$ cat config.mk
export PLATFORM = sky130hd
export DESIGN_NAME = status_monitor
export DESIGN_NICKNAME = d
export VERILOG_FILES = /design/src/rtl/status_monitor_pkg.sv /design/src/rtl/status_monitor_ch.sv /design/src/rtl/status_monitor.sv
export VERILOG_INCLUDE_DIRS = /design/src /design/src/rtl
export SDC_FILE = /design/constraint.sdc
export NUM_CORES = 1
export LEC_CHECK = 0
export BUFFER_PORTS_ARGS = -buffer_cell sky130_fd_sc_hd__buf_2
export CORE_MARGIN = 5
export CORE_UTILIZATION = 42
export CTS_BUF_LIST = sky130_fd_sc_hd__clkbuf_4 sky130_fd_sc_hd__clkbuf_8
export CTS_CLUSTER_SIZE = 12
export DETAILED_ROUTE_END_ITERATION = 10
export PLACE_DENSITY = 0.61
export SETUP_SLACK_MARGIN = 0.3
export SLEW_MARGIN = 5
export SYNTH_ARGS = -nofsm -noshare
export SYNTH_HDL_FRONTEND = slang
export SYNTH_HIERARCHICAL = 1
export SYNTH_SLANG_ARGS = --single-unit
$ cat constraint.sdc
create_clock -name clk -period 2.93 [get_ports clk]
set_input_delay 0.1465 -clock clk [delete_from_list [all_inputs] [get_ports clk]]
set_output_delay 0.1465 -clock clk [all_outputs]
set_load 0.02 [all_outputs]
$ cat src/rtl/status_monitor_defs.vh
// Shared class codes for status_monitor. This file has no include guard on purpose: it only
// declares localparams and is included inside each scope that needs them (package, bench).
localparam logic [1:0] FLAG_OK    = 2'd0;
localparam logic [1:0] FLAG_FAULT = 2'd1;
localparam logic [1:0] FLAG_WARN  = 2'd2;

$ cat src/rtl/status_monitor_pkg.sv
// status_monitor_pkg: class codes, the class type and a counter sizing helper shared by the
// status_monitor block.
package status_monitor_pkg;

    `include "status_monitor_defs.vh"

    typedef logic [1:0] flag_t;

    // Debounce counter width: clog2(depth), never less than one bit.
    function automatic int unsigned cnt_width(input int unsigned depth);
        return (depth > 1) ? $clog2(depth) : 1;
    endfunction

endpackage

$ cat src/rtl/status_monitor_ch.sv
// status_monitor_ch: one status channel. Classifies the raw code, debounces the class and
// keeps a sticky fault latch.
//   clk_i      clock, rising edge
//   rst_i      synchronous active-high reset
//   status_i   raw status code (SW bits)
//   clear_i    sticky clear, level-sampled
//   flag_o     debounced class (OK/FAULT/WARN)
//   sticky_o   latched fault indicator
//   changed_o  one-cycle pulse when flag_o updates
module status_monitor_ch
    import status_monitor_pkg::*;
#(
    parameter int unsigned SW = 2,
    parameter int unsigned DB = 3
) (
    input  logic          clk_i,
    input  logic          rst_i,
    input  logic [SW-1:0] status_i,
    input  logic          clear_i,
    output logic [1:0]    flag_o,
    output logic          sticky_o,
    output logic          changed_o
);

    localparam int unsigned      CntW    = cnt_width(DB);
    localparam logic [CntW-1:0]  CntMax  = CntW'(DB - 1);
    localparam logic [SW-1:0]    AllOnes = '1;

    flag_t           cls;
    flag_t           cand_q, cand_d;
    flag_t           flag_q, flag_d;
    logic [CntW-1:0] cnt_q, cnt_d;
    logic            sticky_q, sticky_d;
    logic            changed_q, changed_d;

    // Total classifier: the default arm keeps every code mapped to a class.
    always_comb begin
        cls = FLAG_WARN;
        case (status_i)
            SW'(0), SW'(1): cls = FLAG_OK;
            AllOnes:        cls = FLAG_FAULT;
            default:        cls = FLAG_WARN;
        endcase
    end

    always_comb begin
        cand_d    = cand_q;
        cnt_d     = cnt_q;
        flag_d    = flag_q;
        changed_d = 1'b0;
        sticky_d  = sticky_q;
        if (clear_i) begin
            sticky_d = 1'b0;
        end
        if (cls != cand_q) begin
            // New class restarts the debounce window.
            cand_d = cls;
            cnt_d  = '0;
        end else if (cnt_q != CntMax) begin
            cnt_d = cnt_q + 1'b1;
        end else if (cand_q != flag_q) begin
            flag_d    = cand_q;
            changed_d = 1'b1;
            // Set beats a simultaneous clear.
            if (cand_q == FLAG_FAULT) begin
                sticky_d = 1'b1;
            end
        end
    end

    always_ff @(posedge clk_i) begin
        if (rst_i) begin
            cand_q    <= FLAG_OK;
            cnt_q     <= '0;
            flag_q    <= FLAG_OK;
            sticky_q  <= 1'b0;
            changed_q <= 1'b0;
        end else begin
            cand_q    <= cand_d;
            cnt_q     <= cnt_d;
            flag_q    <= flag_d;
            sticky_q  <= sticky_d;
            changed_q <= changed_d;
        end
    end

    assign flag_o    = flag_q;
    assign sticky_o  = sticky_q;
    assign changed_o = changed_q;

endmodule

$ cat src/rtl/status_monitor.sv
// status_monitor: CH independent debounced status channels with sticky fault latches and a
// shared interrupt.
//   clk      clock, rising edge
//   rst      synchronous active-high reset
//   Status   raw codes, channel i at [i*SW +: SW]
//   clear    per-channel sticky clear
//   Flag     debounced classes, channel i at [2*i +: 2]
//   Sticky   latched fault per channel
//   Changed  one-cycle pulse per Flag update
//   Irq      OR of all Sticky bits
module status_monitor #(
    parameter int unsigned CH = 4,
    parameter int unsigned SW = 2,
    parameter int unsigned DB = 3
) (
    input  logic            clk,
    input  logic            rst,
    input  logic [CH*SW-1:0] Status,
    input  logic [CH-1:0]   clear,
    output logic [2*CH-1:0] Flag,
    output logic [CH-1:0]   Sticky,
    output logic [CH-1:0]   Changed,
    output logic            Irq
);

    for (genvar i = 0; i < CH; i++) begin : g_ch
        status_monitor_ch #(
            .SW(SW),
            .DB(DB)
        ) u_ch (
            .clk_i    (clk),
            .rst_i    (rst),
            .status_i (Status[i*SW +: SW]),
            .clear_i  (clear[i]),
            .flag_o   (Flag[2*i +: 2]),
            .sticky_o (Sticky[i]),
            .changed_o(Changed[i])
        );
    end

    // Sticky bits are flops, so Irq depends on registers only.
    assign Irq = |Sticky;

endmodule

==> results of run 1 <==
-- metal layers --
metal,global-route usage [%],vias up
met5,0,-
met4,5.96,0
met3,5.42,5
met2,21.5,22
met1,14.5,514
li1,-,578
-- worst paths after layout --
kind                            slack [ns]                                  end  cells past startpoint                           startpoint
worst max-delay path                  1.44                                  Irq                      2     g_ch[1].u_ch/sticky_o$_SDFF_PP0_
worst min-delay path                 0.007  g_ch[2].u_ch/cand_q[1]$_SDFFE_PP0P_                      2                            Status[4]
worst max register to register        1.62  g_ch[0].u_ch/flag_o[0]$_SDFFE_PP0P_                      5   g_ch[0].u_ch/cnt_q[0]$_SDFFE_PP0P_
worst min register to register        0.50  g_ch[3].u_ch/flag_o[0]$_SDFFE_PP0P_                      2  g_ch[3].u_ch/flag_o[0]$_SDFFE_PP0P_
-- cell families after synthesis --
logic type	after synthesis	share of synthesized area, %
simple gates	69	32.2
flops	32	45.0
compound gates	12	5.27
xor+xnor	12	7.38
mux	8	5.62
buf+inv	4	1.05
fa+ha+maj	4	3.52
-- flip-flops by register name, indices dropped and copies added, names as in the netlist --
name                 count
g_ch.u_ch/cnt_q          8
g_ch.u_ch/flag_o         8
g_ch.u_ch/cand_q         8
g_ch.u_ch/changed_o      4
g_ch.u_ch/sticky_o       4
-- area by class of cell --
class	instances	area, µm²	share of cell area (%)
tap	46	57.6	3.26
timing repair buffer	37	220	12.5
sequential	32	641	36.2
clock buffer	8	66.3	3.75
inverter	4	15.0	0.849
multi-input combinational	105	768	43.5
-- per-stage QoR --
stage / std cells / total power, mW / setup slack [ns]
2_1_floorplan: 141 / 0.509 / 1.76
3_3_place_gp: 217 / 0.531 / 1.70
3_5_place_dp: 217 / 0.535 / 1.62
4_1_cts: 231 / 0.822 / 1.42
5_1_grt: 232 / 0.857 / 1.37
6_report: 232 / 0.816 / 1.44
-- power by group --
part | total [mW] | switching (mW) | internal [mW]
Combinational | 0.0770 | 0.0360 | 0.0410
Clock | 0.283 | 0.146 | 0.137
Sequential | 0.456 | 0.00965 | 0.446
Total | 0.816 | 0.192 | 0.624
-- cells in the mapped netlist --
cell | number | area (µm²)
and3b_1 | 4 | 35.0
inv_1 | 4 | 15.0
nand2b_1 | 16 | 100
or4_1 | 1 | 7.51
and4b_2 | 4 | 45.0
o32ai_1 | 4 | 35.0
and4bb_1 | 4 | 50.1
a21oi_1 | 4 | 20.0
o21ai_0 | 4 | 20.0
nor2_1 | 20 | 75.1
dfxtp_1 | 32 | 641
nor3b_1 | 4 | 30.0
or2_2 | 4 | 25.0
or2b_1 | 4 | 30.0
mux2i_1 | 8 | 80.1
nor3_1 | 4 | 20.0
ha_1 | 4 | 50.1
xor2_1 | 12 | 105
nor3_2 | 4 | 40.0
==> key figures, run 1 <==
Cells and area
  • Share of cells above drive strength 1: roughly 27%
  • P&R area growth vs syn: 24.2%
  • Most common cell after layout, fill and taps aside: dfxtp_1
  • Final instance area: about 1800 µm²
  • Final Util: roughly 53%
  • Most frequent cells in the layout: dfxtp_1, buf_2, nor2_1
  • N_diodes: 0
  • Total Nets Final: 203
  • Fill cells: between 300 and 400

Floorplan
  • Floorplan Core Area: between 3000 and 4000 µm²
  • # IOs: 31
  • Placement Rows: 21
  • DIE AREA: 4650 µm²
  • Starting Density: approximately 43%
  • Vert. Die Dim: roughly 70 µm
  • Die X: 68.2 µm

Setup path
  • Worst Setup Start Kind: flop
  • Crit path max-delay family: simple AND/OR/NAND/NOR gates
  • Crit path kind: flop to primary output
  • CP Cell Sequence: or4_1, buf_2
  • CP max-delay cell: or4_1
  • Crit path required time: between 2 and 3 ns
  • CP arrival: approximately 1.4 ns
  • Largest fanout on the critical path: 3
  • Critical path endpoint category: primary output
  • Worst path bufs/invs: 1
  • CP max stage delay: about 0.5 ns

Clocking
  • Post-CTS setup buffer count: 0
  • Clock Sinks: 32
  • TritonCTS clock tree: yes
  • Worst-path clk slew: around 0.10 ns
  • Clk buf depth: 2
  • H-tree levels: 2
  • Hold_buf cts: 6
  • CTS resizes: 0
  • Worst-Skew Late Latency: around 0.33 ns
  • CTS Buf Count: 5
  • Root buf cell: clkbuf_4

Detailed routing
  • Drt pass-1 iters: 2
  • Met3 wire len: roughly 130 µm
  • Post-route DRC: 0
  • Post-route ant nets: 0
  • Vias per cell: between 4 and 5
  • Initial drt markers: 50
  • Routed via count: 1,119
  • Uppermost layer routed: met4
  • Final WL: 2750 µm
  • WL met2: around 1400 µm
  • Avg WL per Cell: ~12 µm
  • Met1 wire length: roughly 1200 µm

Logic synthesis
  • Syn_area_per_cell: 10.1 µm²
  • Post-synthesis register bit count: 32
  • Yosys warns: 6
  • Cells after Synth: 141
  • Seq/Total Area, Yosys: between 40% and 50%
  • Cell Area, Synth: approximately 1400 µm²
  • Mapped Nets: ~160
  • Synth cell types: 19

GRT
  • Total GRT Usage: 13.0%
  • Grt ovf: 0
  • First-pass GRT wire length: between 4000 and 5000 µm
  • Largest net degree at the start of global routing: 33
  • Initial antenna violation count: 0
  • Vias in the first global route: between 1,000 and 1,500

Placement
  • RD Place Congestion: 0.790
  • Area post-placement: between 1500 and 2000 µm²
  • Count of port buffers added during placement: 30
  • HPWL after DPL: around 2000 µm

Timing
  • Setup violations, final: 0
  • Slew headroom: 70.7%
  • Final hold violations: 0
  • Min Tclk post-route: approximately 1.5 ns
  • Fin Setup TNS: 0 ns
  • Setup Skew: 0.00176 ns
  • Hold Slack: about 0.0073 ns
  • Final slew viol count: 0
  • Final worst path period share: between 50 and 60%
  • RSZ-0062 raised after global routing: false
  • Worst-margin pin slew: 0.439 ns
  • Fmax: 0.669 GHz

Min path
  • HP Class: input pin to flop

Power
  • Power Dens Cells: about 460 nW/µm²
  • Peak VDD IR: ~0.24 mV
  • P_leak: ~0.82 nW

Run status
  • Status: complete, no violations

Job
  • Max Cap Viol: 0
No activity file was read; power rests on OpenSTA's default activity.
==> run 2, diff against run 1 <==
==> constraint.sdc (replaced) <==
create_clock -name clk -period 1.5 [get_ports clk]
set_input_delay 0.075 -clock clk [delete_from_list [all_inputs] [get_ports clk]]
set_output_delay 0.075 -clock clk [all_outputs]
set_load 0.02 [all_outputs]
==> key figures, run 2 (synthesis results as in run 1) <==
Timing
  • RSZ-0062 raised after global routing: true
  • Final worst path period share: 91.5%
  • Hold Slack: 0.0386 ns
  • Setup Skew: between 0.001 and 0.0015 ns
  • Final slew viol count: 0
  • Setup violations, final: 0
  • Min Tclk post-route: approximately 1.4 ns
  • Fmax: roughly 0.73 GHz
  • Final hold violations: 0
  • Slew headroom: a little under three quarters
  • Final worst setup slack: ~0.13 ns
  • Fin Setup TNS: 0 ns
  • Worst-margin pin slew: 0.435 ns

Cells and area
  • Total Nets Final: a little over 200
  • Share of cells above drive strength 1: a little over two fifths
  • N_diodes: 0
  • Most frequent cells in the layout: buf_2, dfxtp_1, nand2b_1
  • Most common cell after layout, fill and taps aside: buf_2
  • P&R area growth vs syn: 32.8%

Clocking
  • Worst-Skew Late Latency: about 0.3 ns
  • TritonCTS clock tree: yes
  • Clk buf depth: 2
  • Root buf cell: clkbuf_4
  • Clock Sinks: 32
  • H-tree levels: 2
  • CTS Buf Count: 5
  • Worst-path clk slew: approximately 0.09 ns

Placement
  • RD Place Congestion: roughly 0.79
  • Pre-CTS setup slack: 0.212 ns
  • Count of port buffers added during placement: 30
  • HPWL after DPL: approximately 2000 µm

Detailed routing
  • Post-route ant nets: 0
  • Post-route DRC: 0
  • Initial drt markers: 42
  • Final WL: between 2000 and 3000 µm
  • Routed via count: roughly 1,100
  • Avg WL per Cell: between 10 and 15 µm
  • Vias per cell: 4.97
  • Drt pass-1 iters: 4

Power
  • Peak VDD IR: between 0.5 and 0.6 mV
  • Power Dens Cells: between 700 and 800 nW/µm²
  • P_leak: ~0.83 nW
  • Power Total: roughly 1.5 mW

Run status
  • Status: complete, no violations

GRT
  • Largest net degree at the start of global routing: 33
  • First-pass GRT wire length: 4730 µm
  • Vias in the first global route: 1,179
  • Total GRT Usage: about an eighth
  • Grt ovf: 0
  • Initial antenna violation count: 0

Min path
  • HP Class: input pin to flop

Floorplan
  • Starting Density: 43.0%
  • Die X: around 68 µm
  • Floorplan Core Area: ~3300 µm²
  • # IOs: 31
  • DIE AREA: ~4700 µm²
  • Vert. Die Dim: about 68 µm
  • Placement Rows: 21

Job
  • Max Cap Viol: 0

Setup path
  • CP arrival: about 1.3 ns
  • Crit path kind: flop to primary output
  • Worst Setup Start Kind: flop
  • Largest fanout on the critical path: 2
  • Crit path required time: roughly 1.4 ns
  • Critical path endpoint category: primary output
-- run 2: critical path, cell delays in order (launching register included) --
cell and delay [ns]:
dfxtp_2 0.33, or4_4 0.52, buf_6 0.15
-- run 2: cell type report --
type	instances	area [µm²]
Clock buffer	5	37.5
Sequential cell	32	668
Multi-Input combinational cell	105	868
Timing Repair Buffer	39	244
Inverter	4	15.0
Fill cell	321	1420
Tap cell	46	57.6
-- run 2: timing repair --
action                     4_1_cts  5_1_grt
pin swaps                        6       20
hold buffers                     8        0
gates cloned                     0        0
buffers inserted                 1        0
setup endpoints to repair        9       25
hold endpoints to repair         8        0
resized for setup               15       36
-- run 2: layer usage --
metal / vias up / global-route usage [%] / part of all wire (%)
li1: 583 / - / -
met1: 535 / 15.2 / 41
met2: 28 / 22.7 / 53
met3: 2 / 4.60 / 5.3
met4: 0 / 4.96 / 0.61
met5: - / 0 / 0
-- run 2: worst paths after layout --
path | start | to | slack [ns] | cells past startpoint
setup / recovery | g_ch[0].u_ch/sticky_o$_SDFF_PP0_ | Irq | 0.13 | 2
hold / removal | Status[6] | g_ch[3].u_ch/cand_q[0]$_SDFFE_PP0P_ | 0.04 | 2
setup reg to reg | g_ch[2].u_ch/cand_q[1]$_SDFFE_PP0P_ | g_ch[2].u_ch/changed_o$_SDFF_PP0_ | 0.31 | 4
hold reg to reg | g_ch[0].u_ch/flag_o[1]$_SDFFE_PP0P_ | g_ch[0].u_ch/flag_o[1]$_SDFFE_PP0P_ | 0.50 | 2
-- run 2: power by group --
part	total, mW	switching [mW]	leakage [nW]	internal, mW
Sequential	0.885	0.0201	0.266	0.865
Clock	0.398	0.241	0.0230	0.156
Combinational	0.183	0.0863	0.541	0.0970
-- run 2: metrics by stage --
stage	util, %	cells	cell area (µm²)
global placement	49.3	217	1630
floorplan	-	141	1420
detailed placement	49.3	217	1630
CTS	54.0	231	1790
global route	57.1	231	1890
finish	57.1	231	1890
